**config.mk**
```make
export PLATFORM = sky130hd
export DESIGN_NAME = clk_edge_monitor
export DESIGN_NICKNAME = d
export VERILOG_FILES = /design/src/rtl/clk_edge_monitor.sv
export SDC_FILE = /design/constraint.sdc
export NUM_CORES = 1
export LEC_CHECK = 0
export ABC_CLOCK_PERIOD_IN_PS = 2000
export CAP_MARGIN = 30
export CORE_MARGIN = 4
export CORE_UTILIZATION = 41
export DETAILED_ROUTE_END_ITERATION = 6
export PLACE_DENSITY = 0.71
export SYNTH_ARGS = -nofsm -noshare
export SYNTH_HDL_FRONTEND = slang
export SYNTH_SLANG_ARGS = --single-unit
```
**constraint.sdc**
```tcl
create_clock -name clk -period 2 [get_ports clk]
set_input_delay 0.2 -clock clk [delete_from_list [all_inputs] [get_ports clk]]
set_output_delay 0.2 -clock clk [all_outputs]
set_load 0.05 [all_outputs]
```
**src/rtl/clk_edge_monitor.sv**
```systemverilog
// Brings a slow divided clock into the clk domain, emits rise/fall strobes,
// measures half periods and tracks lock / loss of the slow clock.
module clk_edge_monitor #(
  parameter int SYNC_STAGES = 2,
  parameter int CNT_W       = 8,
  parameter int EXP_HALF    = 4,
  parameter int TOL         = 0,
  parameter int LOCK_CNT    = 4,
  parameter int TIMEOUT     = 64
) (
  input  logic             clk,
  input  logic             rst,
  input  logic             clk_in,
  output logic             rise_stb,
  output logic             fall_stb,
  output logic [CNT_W-1:0] half_period,
  output logic             meas_stb,
  output logic             err_stb,
  output logic             locked,
  output logic             lost
);

  localparam int GOOD_W = $clog2(LOCK_CNT + 1);
  localparam int LO_I   = (EXP_HALF > TOL) ? EXP_HALF - TOL : 0;
  localparam int HI_I   = EXP_HALF + TOL;
  localparam logic [CNT_W-1:0]  CNT_MAX   = '1;
  localparam logic [CNT_W-1:0]  TIMEOUT_C = CNT_W'(TIMEOUT);
  localparam logic [GOOD_W-1:0] GOOD_MAX  = GOOD_W'(LOCK_CNT);

  typedef enum logic [1:0] {
    ACQ    = 2'd0,
    LOCKED = 2'd1,
    LOST   = 2'd2
  } state_t;

  state_t state_q, state_d;

  logic [SYNC_STAGES-1:0] s_q, s_d;
  logic                   prev_q, prev_d;
  logic                   rise_q, rise_d;
  logic                   fall_q, fall_d;
  logic [CNT_W-1:0]       gap_q, gap_d;
  logic [CNT_W-1:0]       hp_q, hp_d;
  logic                   meas_q, meas_d;
  logic                   err_q, err_d;
  logic                   first_q, first_d;
  logic [GOOD_W-1:0]      good_q, good_d;

  logic             s_last;
  logic             edge_rise;
  logic             edge_fall;
  logic             any_edge;
  logic [CNT_W-1:0] gap_inc;
  logic             in_tol;
  logic             do_meas;
  logic             timeout;

  // gap counts cycles since the last registered strobe, so gap+1 is the
  // strobe-to-strobe distance seen when the next edge is detected.
  always_comb begin
    s_last    = s_q[SYNC_STAGES-1];
    edge_rise = s_last & ~prev_q;
    edge_fall = ~s_last & prev_q;
    any_edge  = edge_rise | edge_fall;
    gap_inc   = (gap_q == CNT_MAX) ? CNT_MAX : gap_q + 1'b1;
    in_tol    = (int'(gap_inc) >= LO_I) && (int'(gap_inc) <= HI_I);
    do_meas   = any_edge & ~first_q;
    timeout   = ~any_edge && (gap_inc == TIMEOUT_C) && (state_q != LOST);
  end

  always_comb begin
    s_d    = {s_q[SYNC_STAGES-2:0], clk_in};
    prev_d = s_last;
    rise_d = edge_rise;
    fall_d = edge_fall;
    gap_d  = any_edge ? '0 : gap_inc;
    hp_d   = do_meas ? gap_inc : hp_q;
    meas_d = do_meas;
    err_d  = do_meas & ~in_tol;

    first_d = first_q;
    if (any_edge) begin
      first_d = 1'b0;
    end else if (timeout) begin
      first_d = 1'b1;
    end

    good_d = good_q;
    if (timeout) begin
      good_d = '0;
    end else if (do_meas) begin
      if (!in_tol) begin
        good_d = '0;
      end else if (good_q != GOOD_MAX) begin
        good_d = good_q + 1'b1;
      end
    end
  end

  always_ff @(posedge clk) begin
    if (rst) begin
      s_q     <= '0;
      prev_q  <= 1'b0;
      rise_q  <= 1'b0;
      fall_q  <= 1'b0;
      gap_q   <= '0;
      hp_q    <= '0;
      meas_q  <= 1'b0;
      err_q   <= 1'b0;
      first_q <= 1'b1;
      good_q  <= '0;
    end else begin
      s_q     <= s_d;
      prev_q  <= prev_d;
      rise_q  <= rise_d;
      fall_q  <= fall_d;
      gap_q   <= gap_d;
      hp_q    <= hp_d;
      meas_q  <= meas_d;
      err_q   <= err_d;
      first_q <= first_d;
      good_q  <= good_d;
    end
  end

  always_ff @(posedge clk) begin
    if (rst) begin
      state_q <= ACQ;
    end else begin
      state_q <= state_d;
    end
  end

  // An edge always beats the timeout; timeout is already masked by any_edge.
  always_comb begin
    state_d = state_q;
    case (state_q)
      ACQ: begin
        if (timeout) begin
          state_d = LOST;
        end else if (do_meas && in_tol && (good_d == GOOD_MAX)) begin
          state_d = LOCKED;
        end
      end
      LOCKED: begin
        if (timeout) begin
          state_d = LOST;
        end else if (do_meas && !in_tol) begin
          state_d = ACQ;
        end
      end
      LOST: begin
        if (any_edge) begin
          state_d = ACQ;
        end
      end
      default: state_d = ACQ;
    endcase
  end

  always_comb begin
    rise_stb    = rise_q;
    fall_stb    = fall_q;
    half_period = hp_q;
    meas_stb    = meas_q;
    err_stb     = err_q;
    locked      = (state_q == LOCKED);
    lost        = (state_q == LOST);
  end

endmodule

```
Word-level counts from Yosys, hierarchy flattened
Cells that the tools add are included.
- register bits: 29
- bits of input ports: 3
- output and inout bits: 14
- word-level logic and storage cells: 59
- add/sub/neg operators: 2
- $lt $le $gt $ge: 2
- equality and inequality tests: 10
- muxes and demuxes: 13
- bitwise gates (word level): 10
- reductions and logical operators: 11
- operator list (kind ; number):
    two-way mux 3 bit ; 4
    two-way mux 2 bit ; 5
    adder 8 x 1 -> 8 bit (second input constant) ; 1
    == test 8 x 7 -> 1 bit (second input constant) ; 1
    == test 8 bit (second input constant) ; 1
    greater-or-equal comparator 8 x 3 -> 1 bit (second input constant) ; 1
    <= comparator 8 x 3 -> 1 bit (second input constant) ; 1
    two-way mux 8 bit ; 1
    logical AND 1 bit ; 6
    != test 3 bit (second input constant) ; 2
    one-hot mux 2 bit (3 select lines) ; 1
    NOT 1 bit ; 5
    bitwise AND 1 bit ; 4
    adder 3 x 1 -> 3 bit (second input constant) ; 1
    == test 3 bit (second input constant) ; 1
    != test 3 x 1 -> 1 bit (second input constant) ; 1
    AND reduction 3 bit ; 1
    == test 2 x 1 -> 1 bit (second input constant) ; 1
    == test 2 bit (second input constant) ; 1
    zero test 2 bit ; 1
    two-way mux 1 bit ; 2
    != test 2 x 1 -> 1 bit (second input constant) ; 1
    != test 2 bit (second input constant) ; 1
    nonzero test 2 bit ; 1
    3 further kinds ; 3

Longest topological paths before layout
Gate-level depths: netlist of the first run.
- depth after elaboration: 12
- gate-level depth with buffers: 8
- mapped depth without buffers: 7

Worst setup path after synthesis of the first run
Ideal clock, no wire load.
- kind: reg2reg
- start: register gap_q[0]
- end: register good_q[0]
- setup time: 0.072 ns
- data arrival time: 1.931 ns
- data required time: 1.928 ns
- path slack: -0.003 ns
- cell stages (with the launch flop): 8
- clock period less this slack: 2.003 ns
- path through: dfxtp_1 -> ha_1 -> buf_6 -> and3_4 -> buf_6 -> o31a_1 -> or4_1 -> a21oi_1
- word-level cells in the longest chain between the ends: 7
- elaborated cells between the ends (all ways): 12
- classes of those cells: add/sub: 1; order compare: 2; eq/ne: 2; mux: 4; reduce/logical: 3
- ends and longest elaborated chain (element ; line ; source):
    start: declaration ; 42 ; logic [CNT_W-1:0] gap_q, gap_d;
    start signal: assignment ; 117 ; gap_q <= gap_d;
    adder 8 x 1 -> 8 bit or == test 8 bit (tied branches) ; 65 ; gap_inc = (gap_q == CNT_MAX) ? CNT_MAX : gap_q + 1'b1;
    two-way mux 8 bit * ; 65 ;
    greater-or-equal comparator 8 x 3 -> 1 bit or <= comparator 8 x 3 -> 1 bit (tied branches) ; 66 ; in_tol = (int'(gap_inc) >= LO_I) && (int'(gap_inc) <= HI_I);
    logical AND 1 bit ; 66 ;
    two-way mux 3 bit ; 92 ; if (!in_tol) begin
    two-way mux 3 bit ; 91 ; end else if (do_meas) begin
    two-way mux 3 bit * ; 89 ; if (timeout) begin
    end signal: assignment ; 122 ; good_q <= good_d;
    end: declaration ; 47 ; logic [GOOD_W-1:0] good_q, good_d;
Mark *: on every way between the ends. The rest lies on a longest branch, timed or not.
A chain may end at the register's enable or synchronous reset.

Final worst setup path of the first run
- start: register gap_q[2]
- end: register good_q[0]
The elaborated chain is that of the path after synthesis.

==> impl_metrics.json, run 1 <==
{
  "status": "finished clean",
  "peakVddDrop_mv": 0.465,
  "tightest_slew_ns": 0.508,
  "crit_family": "simple AND/OR/NAND/NOR gates",
  "worstRegToRegCells": 5,
  "netlist_instances": 162,
  "critPathMaxStageDelay_ns": 0.53,
  "areaGrowthSynthToFinish_pct": 28.4,
  "max_freq_mhz": 531,
  "yosysUniqueCellTypes": 42,
  "antenna_found_initial": 0,
  "min_from": "clk_in",
  "timing.final.crit_share_pct": 94.1,
  "p_per_area_nw_per_um2": 672,
  "final_max_slew_viol_count": 0,
  "grt_pass1_vias": 1180,
  "post_synth_instance_area_um2": 1400,
  "hold_depth": 2,
  "synth_seq_area_share_pct": 41.5,
  "drc": 0,
  "avgSynthCellArea_um2": 8.63,
  "final_cell_mix": "dfxtp_1, nor2_1, clkdlybuf4s50_1, nand2_1, buf_4",
  "core_um2": 3150,
  "nets": 191,
  "crit_slowest_cell": "or4_1",
  "synth-seq-cells": 29,
  "final_common_cell": "dfxtp_1",
  "insertion_delay_ns": 0.32,
  "gp_congestion": 0.874,
  "die_w_um": 66.4,
  "power_leakage_uw": 0.000636,
  "yosysWarnings": 0,
  "avgViaCountPerCell": 5.32,
  "first_pass_iters": 4,
  "fillers": 313,
  "track_usage_pct": 15.6,
  "path_cells": "nand4_1 -> mux2i_2 -> a41oi_4 -> or4_1 -> a21oi_1",
  "synth_edf_count": 0,
  "seq_area_um2": 589,
  "die_h_um": 66.4,
  "wl_um": 3160,
  "worstSetupEndpointType": "flip-flop",
  "clock_path_buffers": 2,
  "cts.sinks": 29,
  "async_flop_share_pct": 0,
  "fin_crit_ns": 1.88,
  "holdBufCountCts": 0,
  "hold_violations": 0,
  "fin_cells": 228,
  "r2r_start": "gap_q[2]",
  "post_route_cells_drive_above_1_share_pct": 20.1,
  "grt_max_degree": 15,
  "min_path_type": "primary input to flip-flop",
  "ys.flop_type": "dfxtp_1",
  "initial_utilization_pct": 44.4,
  "slew_headroom_pct": 66.1,
  "cp.arrival_ns": 2.14,
  "ant_nets": 0,
  "crit_fanout": 7,
  "dp_hpwl_um": 2220,
  "globalRouteOverflowTotal": 0,
  "vias": 1212,
  "critPathRequiredTime_ns": 2.26,
  "tritoncts": "built",
  "clock_skew_ns": 0.00949,
  "port_buffers": 16,
  "cts.clk_slew.worst_paths_ns": 0.09,
  "antenna_cells": 0,
  "syn_nets": 170,
  "cts_buffers": 5,
  "rows": 20,
  "io_pins": 17,
  "htreeDepth": 2,
  "setup_violations": 0,
  "clockRootBuffer": "clkbuf_4",
  "critical_path_class": "flip-flop to flip-flop",
  "maxCapViolations": 0,
  "drt_iter0_markers": 51,
  "reg2reg_slack_ns": 0.12,
  "tns_ns": 0,
  "die_area_um2": 4410,
  "grt_pass1_wl_um": 5130,
  "place_inst": 220,
  "wire_per_inst_um": 13.8,
  "critPathLaunchType": "flip-flop",
  "min_to": "s_q[0]",
  "crit_buf_inv": 0,
  "r2r_end": "good_q[0]",
  "multi_input_area_um2": 816
}
==> Yosys cell counts (4+ instances only) <==
library cell | number | area (um2)
a211oi_1 | 8 | 60.1
a21oi_1 | 9 | 45.0
buf_2 | 4 | 20.0
clkbuf_1 | 5 | 18.8
dfxtp_1 | 29 | 581
ha_1 | 5 | 62.6
inv_1 | 7 | 26.3
nand2_1 | 11 | 41.3
nand3_1 | 4 | 20.0
nand4_1 | 5 | 31.3
nor2_1 | 23 | 86.3
nor2b_1 | 8 | 50.1
o21ai_0 | 5 | 25.0
==> metrics by stage <==
stage / instance area [um2] / setup slack, ns / power (uW) / hold slack [ns] / utilization, %
6_report: 1800 / 0.118 / 1210 / 0.423 / 57.0
2_1_floorplan: 1400 / 0.0464 / 672 / 0.272 / -
4_1_cts: 1700 / 0.0154 / 1200 / 0.405 / 54.0
3_3_place_gp: 1620 / 0.150 / 700 / 0.419 / 51.3
3_5_place_dp: 1620 / 0.0358 / 702 / 0.432 / 51.3
5_1_grt: 1800 / -0.0437 / 1270 / 0.415 / 57.0
==> kinds of logic (layout without fill, tap and decap cells) <==
family | count (synthesis) | in the layout | share of synthesized area [%]
buf+inv | 18 | 40 | 6.26
simple gates | 71 | 71 | 27.4
compound gates | 34 | 34 | 17.0
xor+xnor | 2 | 2 | 1.25
fa+ha+maj | 5 | 5 | 4.47
mux | 3 | 3 | 2.15
flops | 29 | 29 | 41.5
==> metal layers <==
| layer | vias up | track usage (%) | wire [um] | part of all wire (%) |
|---|---|---|---|---|
| met3 | 8 | 5.44 | 129 | 4.1 |
| met1 | 560 | 17.5 | 1370 | 43 |
| met4 | 0 | 7.61 | 88 | 2.8 |
| met5 | - | 0 | 0 | 0 |
| li1 | 618 | - | - | - |
| met2 | 26 | 26.0 | 1570 | 50 |
==> final cells by class <==
cell class | instances | share of cell area (%)
clock buffers | 7 | 3.06
clock inverters | 1 | 1.67
well taps | 44 | 3.06
flip-flops and latches | 29 | 32.8
inverters | 7 | 1.46
repair buffers | 25 | 12.5
multi-input cells | 115 | 45.4
==> sequential cells by signal, indices dropped and copies added, names as in the netlist <==
register	cells
first_q	1
fall_stb	1
rise_stb	1
good_q	3
half_period	8
err_stb	1
meas_stb	1
gap_q	8
prev_q	1
state_q	2
s_q	2
==> worst max-delay path by stage <==
| stage | startpoint | endpoint | slack [ns] | depth (start not counted) |
|---|---|---|---|---|
| after floorplan | gap_q[0] | good_q[0] | 0.05 | 8 |
| after global placement | gap_q[0] | state_q[0] | 0.15 | 6 |
| after detailed placement | gap_q[0] | good_q[1] | 0.04 | 6 |
| after CTS | gap_q[0] | good_q[1] | 0.02 | 6 |
| after global routing | gap_q[2] | good_q[0] | -0.04 | 5 |
| final | gap_q[2] | good_q[0] | 0.12 | 5 |
==> worst reg2reg max path, cell delays in order, from the launching register on <==
cell and delay [ns]:
dfxtp_1 0.45, nand4_1 0.20, mux2i_2 0.28, a41oi_4 0.21
or4_1 0.53, a21oi_1 0.15
==> report_power, final <==
part / internal, uW / leakage (uW) / switching (uW)
Clock: 298 / 0.0000455 / 197
Combinational: 46.8 / 0.000353 / 62.1
Sequential: 590 / 0.000238 / 13.6
Total: 935 / 0.000636 / 273
==> timing repair <==
| action | in CTS | in global routing |
|---|---|---|
| resized for setup | 0 | 19 |
| setup buffers | 0 | 0 |
| setup endpoints to repair | 0 | 7 |
No activity file was read; power rests on OpenSTA's default activity.
==> run 2: changes to the inputs <==
HOLD_SLACK_MARGIN = 0.08   (was not set)
==> results of run 2 <==
Final layout, timing and power as in run 1 (identical DEF).
